==> config.mk <==
export PLATFORM = sky130hd
export DESIGN_NAME = shared_buf_arbiter
export DESIGN_NICKNAME = d
export VERILOG_FILES = /design/src/rtl/shared_buf_arbiter.sv
export SDC_FILE = /design/constraint.sdc
export NUM_CORES = 1
export LEC_CHECK = 0
export CAP_MARGIN = 20
export CELL_PAD_IN_SITES_DETAIL_PLACEMENT = 0
export CELL_PAD_IN_SITES_GLOBAL_PLACEMENT = 1
export CORE_AREA = 4 4 41 43
export CTS_CLUSTER_SIZE = 40
export DETAILED_ROUTE_END_ITERATION = 6
export DIE_AREA = 0 0 45 47
export PLACE_DENSITY = 0.58
export SLEW_MARGIN = 20
export SYNTH_ARGS = -nofsm -noshare
export SYNTH_HDL_FRONTEND = slang
export SYNTH_SLANG_ARGS = --single-unit
==> constraint.sdc <==
create_clock -name clk -period 0.9 [get_ports clk]
set_input_delay 0.18 -clock clk [delete_from_list [all_inputs] [get_ports clk]]
set_output_delay 0.18 -clock clk [all_outputs]
set_load 0.03 [all_outputs]
==> src/rtl/shared_buf_arbiter.sv <==
// shared_buf_arbiter: N-way request/release arbiter for shared buffers.
// Fixed-priority (index 0 highest) or round-robin selection, chosen by RR_MODE.
// Every release passes through IDLE, so consumers always see a grant == 0 gap.
// Optional grant-hold watchdog is compiled in when ARB_TIMEOUT_EN is defined.
// Without it, timeout/timeout_id are tied low.

module shared_buf_arbiter #(
  parameter int unsigned N_REQ          = 2,
  parameter int unsigned RR_MODE        = 0,
  parameter int unsigned TIMEOUT_CYCLES = 65535,
  localparam int unsigned IDW           = (N_REQ > 1) ? $clog2(N_REQ) : 1
) (
  input  logic             clk,
  input  logic             reset_n,
  input  logic [N_REQ-1:0] req,
  input  logic [N_REQ-1:0] rel,
  output logic [N_REQ-1:0] grant,
  output logic [IDW-1:0]   grant_id,
  output logic             busy,
  output logic             timeout,
  output logic [IDW-1:0]   timeout_id
);

  // Parameter legality, checked at elaboration.
  if (N_REQ < 2 || N_REQ > 16) begin : g_bad_n_req
    $error("shared_buf_arbiter: N_REQ must be in 2..16");
  end
  if (TIMEOUT_CYCLES < 2 || TIMEOUT_CYCLES > (1 << 20)) begin : g_bad_timeout
    $error("shared_buf_arbiter: TIMEOUT_CYCLES must be in 2..2^20");
  end

  typedef enum logic {StIdle, StGranted} state_e;

  state_e           state_q;
  logic [N_REQ-1:0] grant_q;
  logic [IDW-1:0]   grant_id_q;
  logic [IDW-1:0]   last_q;
  logic             busy_q;

  logic             win_valid;
  logic [IDW-1:0]   win_id;
  logic             hi_found;
  logic [IDW-1:0]   hi_id;
  logic             holder_rel;

`ifdef ARB_TIMEOUT_EN
  localparam int unsigned CntW = $clog2(TIMEOUT_CYCLES + 1);
  localparam logic [CntW-1:0] TermCnt = CntW'(TIMEOUT_CYCLES - 1);

  logic [CntW-1:0]  hold_cnt_q;
  logic             timeout_q;
  logic [IDW-1:0]   timeout_id_q;
`endif

  // Winner select: lowest requester overall, or in round-robin mode the lowest
  // requester above the previous holder, wrapping to the lowest overall.
  always_comb begin
    win_valid = 1'b0;
    win_id    = '0;
    hi_found  = 1'b0;
    hi_id     = '0;
    for (int i = int'(N_REQ) - 1; i >= 0; i--) begin
      if (req[i]) begin
        win_valid = 1'b1;
        win_id    = IDW'(i);
        if (RR_MODE != 0 && i > int'(last_q)) begin
          hi_found = 1'b1;
          hi_id    = IDW'(i);
        end
      end
    end
    if (hi_found) begin
      win_id = hi_id;
    end
  end

  // Only the holder's own release bit counts; grant_q is one-hot or zero.
  assign holder_rel = |(rel & grant_q);

  // Arbiter FSM with registered outputs and optional hold watchdog.
  always_ff @(posedge clk or negedge reset_n) begin
    if (!reset_n) begin
      state_q      <= StIdle;
      grant_q      <= '0;
      grant_id_q   <= '0;
      busy_q       <= 1'b0;
      last_q       <= IDW'(N_REQ - 1);
`ifdef ARB_TIMEOUT_EN
      hold_cnt_q   <= '0;
      timeout_q    <= 1'b0;
      timeout_id_q <= '0;
`endif
    end else begin
`ifdef ARB_TIMEOUT_EN
      timeout_q    <= 1'b0;
      timeout_id_q <= '0;
`endif
      unique case (state_q)
        StIdle: begin
          if (win_valid) begin
            state_q    <= StGranted;
            grant_q    <= N_REQ'(1) << win_id;
            grant_id_q <= win_id;
            busy_q     <= 1'b1;
            last_q     <= win_id;
`ifdef ARB_TIMEOUT_EN
            hold_cnt_q <= '0;
`endif
          end
        end
        StGranted: begin
          if (holder_rel) begin
            state_q    <= StIdle;
            grant_q    <= '0;
            grant_id_q <= '0;
            busy_q     <= 1'b0;
          end
`ifdef ARB_TIMEOUT_EN
          else if (hold_cnt_q == TermCnt) begin
            // Revoke; last_q already names this holder, so RR ranks it last.
            state_q      <= StIdle;
            grant_q      <= '0;
            grant_id_q   <= '0;
            busy_q       <= 1'b0;
            timeout_q    <= 1'b1;
            timeout_id_q <= grant_id_q;
          end else begin
            hold_cnt_q <= hold_cnt_q + 1'b1;
          end
`endif
        end
        default: state_q <= StIdle;
      endcase
    end
  end

  assign grant    = grant_q;
  assign grant_id = grant_id_q;
  assign busy     = busy_q;

`ifdef ARB_TIMEOUT_EN
  assign timeout    = timeout_q;
  assign timeout_id = timeout_id_q;
`else
  assign timeout    = 1'b0;
  assign timeout_id = '0;
`endif

endmodule

; ---- After elaboration in Yosys (flattened, before gate mapping)
; Cells that the tools add are included.
[op_classes]
addsub = 0
mul = 0
div_mod_pow = 0
n_lt_le_gt_ge = 0
n_eq_ne = 2
shifts = 1
n_mux = 14
n_bitwise = 2
n_reduce_logical = 2
[ops]
columns = cell, n
row1 = $mux 1, 8
row2 = $pmux 1 s2, 3
row3 = $mux 2, 2
row4 = $pmux 2 s2, 1
row5 = $and 2x2->2, 1
row6 = $ne 2x1->1 const B, 1
row7 = $ne 2x2->1 const B, 1
row8 = $reduce_and 2->1, 1
row9 = $reduce_or 2->1, 1
row10 = $shl 1x1->2 const A, 1
row11 = $not 1->1, 1
[word_totals]
ff_bits = 5
latchBits = 0
mem_bits_rw = 0
romBits = 0
input_bits = 6
output_inout_bits = 6
wordCells = 25
n_memories = 0

; ---- Longest topological paths before layout
[logic_depth]
depth_word = 5
depth_mapped = 3
mapped_depth_nobuf = 2

; ---- Worst setup path after synthesis
; No wires, ideal clock.
[synth_timing]
path_kind = reg-to-reg
start = register grant_q[0], in the netlist grant[0]
end = register busy_q, in the netlist busy
t_arrival_ps = 986
setup_slack_ps = -180
stages_incl_launch_ff = 3
n_path_buf = 0
cell_sequence = dfrtp_1 a22o_1 a211oi_1
[synth_via]
elab_chain_len = 4
[synth_lines]
columns = item, line_no
row1 = start: declaration, 35  ; logic [N_REQ-1:0] grant_q;
row2 = start signal: assignment, 102  ; grant_q <= N_REQ'(1) << win_id;
row3 = $and 2x2->2, 78  ; assign holder_rel = |(rel & grant_q);
row4 = $reduce_or 2->1, 78
row5 = $ne 2x1->1 (no line), -
row6 = $reduce_and 2->1 (no line), -
row7 = end signal: assignment, 86  ; busy_q <= 1'b0;
row8 = end signal: assignment, 104  ; busy_q <= 1'b1;
row9 = end signal: assignment, 116  ; busy_q <= 1'b0;
row10 = end: declaration, 38  ; logic busy_q;
; Every way passes these cells.
; A chain may end at the register's enable or synchronous reset.

; ---- Final worst setup path
[layout_timing]
start = register grant_q[0], in the netlist grant[0]
end = output grant[0]
[layout_lines]
columns = item, line_no
row1 = end: declaration, 17  ; output logic [N_REQ-1:0] grant,
; No word-level cell between the ends.

==> results list <==
- The detail route stage leaves a number of antenna-violating nets equal to 0.
- Number of global-route vias before repair: 255
- Cell type of the slowest stage on the worst timing path: sky130_fd_sc_hd__dfrtp_2
- For flop-to-flop paths, the worst setup slack is -0.12 ns.
- Violated checks: setup timing
- On the worst path, the slowest cell contributes a delay of 0.42 ns.
* Number of instances in the synthesized netlist: 23
- The smallest clock period supported by the final layout is computed as 1.09 ns.
- DRT iter0 DRCs: 3
* Finish-stage setup viols: 8
* Wirelength, routed: 672 um
- Summing all placed instances gives a cell area of 344 um2.
- At the worst endpoint, the arrival time is 0.91 ns.
- Total leakage power: 0.181 nW
- Dominant cell type by count on the critical path: sky130_fd_sc_hd__buf_6
- Main combinational cell family by area after synthesis: simple AND/OR/NAND/NOR gates
* Clk Tree Root Cell: sky130_fd_sc_hd__clkbuf_4
* Clock tree skew after final layout: 0.00816 ns
* Pre-antenna DRT Iters: 2
- At the worst endpoint, the required time is 0.72 ns.
- Setup ws final: -0.193 ns
* Synth area leaders: sky130_fd_sc_hd__dfrtp_1 (43%), sky130_fd_sc_hd__or3b_1 (11%), sky130_fd_sc_hd__buf_4 (9.6%), sky130_fd_sc_hd__o211ai_2 (5.3%), sky130_fd_sc_hd__buf_6 (4.8%)
* Diode count: 0
* Signed area change from the synthesized netlist to the final layout: 79.3%
- Crit path launch: grant[0]
- YS warnings: 0
- Dividing the synthesized area by the synthesized cell count gives 10.2 um2.
- The signal on the critical path passes through buf_6 -> buf_6.
- Area of the die: 0.00212 mm2
- Clock network power share: 18.5%
* Boundary Pins: 12
* Max-slew violation total from the final report: 0
- Wire length per cell: 12.2 um
* Clock Latency Late Sink: 0.24 ns
- Routability Congestion: 0.687
* Global-route wire length before repair: 1170 um
- Global routing consumed, over all layers together, 8.87% of the routing resources.
- Core footprint: 0.00130 mm2
- Including well taps, the total number of placed cells is 49.
- TritonCTS clock tree: done
- Number of hold-slack violations in the final timing report: 0
- After Yosys synthesis, and, or, nand and nor cells account for 23.9% of the synthesized area.
- For this run, design rule violations remaining after detail routing come to 0.
- Overall overflow remaining after global route: 0
- Combinational Power Share: 54.2%
- Run status: finished with violations
- Of the cells placed in the final design, the portion with a size suffix greater than 1 is 52.5%.
- Primary FF master, synth: sky130_fd_sc_hd__dfrtp_1
- The routed design uses 348 um of met2 wire.
- Buffer depth of the longest clock path: 2
- The path class of the tightest hold or removal check is in2async.
- Leading cell type in the layout, fill and taps excluded: sky130_fd_sc_hd__buf_6
* Number of max-cap violations: 0
- Highest routed layer: met3
- Post-synth EDFFs: 0
- Largest area contributor in the netlist: sky130_fd_sc_hd__dfrtp_1
- The final route contains 228 vias.
* Filler Cell Count: 147
- For this run, the post-layout net count is 47.
- Most frequent cells in the layout: sky130_fd_sc_hd__buf_6 (7), sky130_fd_sc_hd__clkdlybuf4s50_1 (5), sky130_fd_sc_hd__buf_4 (4)
- On the critical path the largest part of the delay comes from flip-flops.
- Post-synthesis cell type count: 14
* Inserted Clock Buffers: 3
* Routed metal-1 wirelength: 242 um
- During placement, the flow inserted port buffers numbering 9.
- Nature of the critical path startpoint: flip-flop
- For this run, the register share of the synthesized area comes to 42.6%.
* Average vias per placed instance: 4.15
- Setup repair after global routing could not meet its margin everywhere.
* Critical register-to-register path endpoint: grant[0]
- Once layout is done, the placed cells without fillers occupy 422 um2.
* Initial antenna violation count: 0
* H-tree Lvls: 1
- Area share of fa/ha/maj cells after synthesis: 0%
* Clk sinks: 4
- Of all nets on the critical path, the largest fanout is 3.
* Fin crit share: 121%
- The synthesized design devotes to its leading area cell type 42.6% of total area.
* IR drop worst, VDD: 1.11 mV
- Final TNS setup: -1.01 ns
- Entering global routing, the biggest net connects 8 pins.
- Detail Route met3 WL: 82 um
* Peak Freq: 915 MHz
* Launch instance of the worst register-to-register path: grant[0]
* Switching part of the total power: 38.5%
- Worst-path clk slew: 0.04 ns
- Total design power: 1.36 mW
- Worst setup slack after placement: -0.282 ns
- The worst setup path is of the reg2out kind.
- The wire-length estimate of the detail-placed layout is 516 um.
- Measured along the x axis, the die boundary spans 45 um.
- Internal power comes to 0.835 mW.
- For the worst flop-to-flop path, the logic depth is 2.
- Post-Syn Area: 235 um2
* Power per Cell Area: 3220 mW/mm2
- Xor and xnor fraction of the mapped netlist area: 0%
* Post-layout util: 32.4%
- The floorplan has 13 rows.
- Async S/R FF share, synth: 100%
- Of the post-synthesis cell area, the part taken by muxes is 0%.
- Switching power summed over all nets: 0.522 mW
- Compound-cell area share of the yosys netlist: 17.6%
- For this configuration, the core starts out at a cell density of 18.1%.
- CP Capture Type: output port
* Proportion of power drawn by flip-flops and latches: 27.3%
- Buffer and inverter count on the worst path: 2
- Hold WS: 0.137 ns
* Number of standard cells in the final layout excluding fillers: 55
- Die Y: 47 um
- The synthesized design contains 4 register bits.
[flip-flops by register name (all words and copies together), names as in the netlist]
signal	cells
busy	1
grant	2
state_q	1
[cells in the mapped netlist, types with 2 or more instances]
cell type and instances:
sky130_fd_sc_hd__buf_4 3, sky130_fd_sc_hd__nand2_1 2, sky130_fd_sc_hd__dfrtp_1 4, sky130_fd_sc_hd__or3b_1 3, sky130_fd_sc_hd__nor3_1 2
[worst reg2reg max path, stage by stage (launching register included)]
cell and delay, ns:
sky130_fd_sc_hd__dfrtp_2 0.42, sky130_fd_sc_hd__a22o_2 0.32, sky130_fd_sc_hd__o211ai_1 0.19
[worst max path at each step]
| stage | to | slack (ns) | cells after the start |
|---|---|---|---|
| after global routing | grant[0] | -0.24 | 2 |
| after global placement | grant[1] | -0.29 | 3 |
| final | grant[0] | -0.19 | 2 |
| after CTS | grant[0] | -0.20 | 2 |
| after detailed placement | grant[1] | -0.28 | 3 |
| after floorplan | busy | -0.13 | 2 |
[per-layer routing]
layer  up-vias  global-route usage [%]
met5         -                       0
met4         0                    7.02
met3         0                    6.90
met2        12                    13.6
met1       106                    7.80
li1        110                       -
[cell type report]
class | count | area [um2] | share of cell area (%)
multi-input cells | 16 | 114 | 27.0
repair buffers | 16 | 159 | 37.7
clock buffers | 4 | 26.3 | 6.23
flip-flops and latches | 4 | 104 | 24.6
well taps | 15 | 18.8 | 4.45
[power by group through the flow]
| stage | sequential, mW | clock [mW] | combinational (mW) |
|---|---|---|---|
| after floorplan | 0.424 | 0 | 0.300 |
| after global placement | 0.348 | 0 | 0.562 |
| after detailed placement | 0.360 | 0 | 0.575 |
| after CTS | 0.368 | 0.259 | 0.718 |
| after global routing | 0.396 | 0.290 | 0.788 |
| final | 0.371 | 0.251 | 0.735 |
[cell families (layout without fill, tap and decap cells)]
family                 after synthesis  in the layout
flip-flops                           4              4
buffers and inverters                4             20
AND/OR/NAND/NOR                      9              9
AO/OA/AOI/OAI                        5              5
other                                1              2
[repair_timing]
action	in CTS	in global routing
endpoints found under the setup margin	8	8
pin swaps	1	0
gates resized for setup	8	3
buffers inserted	2	0
hold buffers	0	0
(Power assumes the default switching activity.)
==> RTL edit 1 (config.mk and constraints unchanged) <==
Build with the macro `ARB_TIMEOUT_EN` defined.
--- a/src/rtl/shared_buf_arbiter.sv
+++ b/src/rtl/shared_buf_arbiter.sv
@@ -3,6 +3,8 @@
 // Every release passes through IDLE, so consumers always see a grant == 0 gap.
 // Optional grant-hold watchdog is compiled in when ARB_TIMEOUT_EN is defined.
 // Without it, timeout/timeout_id are tied low.
+
+`define ARB_TIMEOUT_EN
 
 module shared_buf_arbiter #(
   parameter int unsigned N_REQ          = 2,
Check against the original RTL: no difference found for any inputs over 10 cycles, from zero or initial values and one cycle with reset_n low; that may be too few to reach the edited logic, so the function may still have changed.
==> RTL edit 1 against the original RTL <==
The flow now stops in 3_1_place_gp_skip_io; area after synthesis grew to 4.9 times the old value.
==> RTL edit 1: results <==
export IMPL_status="stopped before the end"
export IMPL_lastStage="3_1_place_gp_skip_io"
export IMPL_error_line="[ERROR GPL-0301] Utilization 129.939 % exceeds 100%."
export IMPL_syn_nets=128
export IMPL_synth_avg_cell_area_um2=9.64
export IMPL_ys_types=37
export IMPL_ys_warn_count=0
export IMPL_synth_seq_cells=22
export IMPL_seq_area_frac_synth_pct=47.6
export IMPL_post_synth_top_area_fraction_pct=47.6
export IMPL_synthTopCellsByCount="dfrtp_1, a31oi_1, nand3_1"
export IMPL_ys_async_sr_fraction_pct=100
export IMPL_synth_top_cells_by_area="dfrtp_1, a31oi_1, nand3_1"
RTL edit 1: cell types whose count changed after synthesis, sizes merged, moves of 5 or more:
cell	unedited run	this run
nand2	2	7
dfrtp	4	22
inv	0	6
nor2	0	5
o21ai	0	7
a21oi	1	6
a31oi	0	10
nand3	0	8
RTL edit 1: cell families after synthesis:
family	synth area share [%]
AOI/OAI and AO/OA	22.6
xor gates and xnor gates	0.757
adders and majority gates	2.16
buffers and inverters	4.22
DFF	47.6
muxes	1.73
and+or+nand+nor	21.0
==> RTL edit 2 (same flow settings) <==
Made on the original files. Make the reset (`reset_n`) synchronous in one clocked block.
--- a/src/rtl/shared_buf_arbiter.sv
+++ b/src/rtl/shared_buf_arbiter.sv
@@ -78,7 +78,7 @@
   assign holder_rel = |(rel & grant_q);
 
   // Arbiter FSM with registered outputs and optional hold watchdog.
-  always_ff @(posedge clk or negedge reset_n) begin
+  always_ff @(posedge clk) begin
     if (!reset_n) begin
       state_q      <= StIdle;
       grant_q      <= '0;
Function: differs if reset_n is asserted again (counterexample within 4 cycles, from zero or initial values and one cycle with reset_n low); with reset_n held inactive, the same outputs for 10 cycles.
==> RTL edit 2 against the original RTL <==
The flow still finishes with violations (negative setup slack); sequential cell count unchanged; final cell count decreased by 9.1%; sequential share of layout area increased by 1.7 points; setup slack improved by 0.18 ns; clock skew decreased by 0.0050 ns; wire length decreased by 31%; area after synthesis decreased by 8.0%; synthesized cell count increased by 8.7%; utilization decreased by 6.2 points; final area decreased by 19%; highest routed layer unchanged.
Power is not compared: it rests on default switching activity, and its combinational part moved more than twofold at a synthesized area within 25%.
==> RTL edit 2: results <==
export IMPL_hold_path_class="in2reg"
export IMPL_cp_max_fo=5
export IMPL_hpwl_um=354
export IMPL_nFillCells=148
export IMPL_endpoint="grant_id"
export IMPL_grt_pass1_vias=192
export IMPL_ys_async_sr_fraction_pct=0
export IMPL_status="finished with violations"
export IMPL_grt_pass1_wl_um=814
export IMPL_synth_top_cells_by_area="dfxtp_1, buf_4, buf_6"
export IMPL_max_stage_delay_ns=0.36
export IMPL_fin_ws_ns=-0.00982
export IMPL_worst_ep_arrival_time_ns=0.73
export IMPL_stdcell_area_um2=342
export IMPL_ys_types=17
export IMPL_finalWirelength_um=466
export IMPL_slowest_stage="dfxtp_4"
export IMPL_post_cts_buffers=0
export IMPL_timing_rr_end="state_q"
export IMPL_setup_tns_final_ns=-0.0254
export IMPL_cts_resized=7
export IMPL_placed_cells=47
export IMPL_final_instance_count_excl_fill=50
export IMPL_setup_viol=3
export IMPL_violations="negative setup slack"
export IMPL_gp_congestion=0.637
export IMPL_hold_slack_ns=0.254
export IMPL_placed_cell_area_um2=295
export IMPL_r2r_cells=3
-- RTL edit 2: cell count changes after synthesis, sizes merged, moves of 2 or more --
cell,before,now
nor2,0,3
nor3,2,0
or3b,3,0
dfxtp,0,4
dfrtp,4,0
o21ai,0,2
o211ai,2,0
-- RTL edit 2: cell type report --
class,instances,share of cell area (%)
sequential,4,26.4
tap,15,5.49
timing repair buffer,10,30.4
inverter,1,1.10
clock buffer,3,6.59
multi-input combinational,17,30.0
-- RTL edit 2: cells by family (layout without fill, tap and decap cells) --
logic type	after synthesis	in the layout	synth area share (%)
other	1	2	1.73
buffers and inverters	5	14	17.3
DFF	4	4	37.0
and+or+nand+nor	8	8	19.7
AOI/OAI and AO/OA	7	7	24.3
-- RTL edit 2: per-layer routing --
layer / GRT usage (%) / part of all wire, % / vias to the layer above
met1: 7.06 / 48 / 80
met5: 0 / 0 / -
met3: 7.66 / 20 / 0
met4: 1.75 / 0 / 0
li1: - / - / 106
met2: 6.50 / 32 / 13
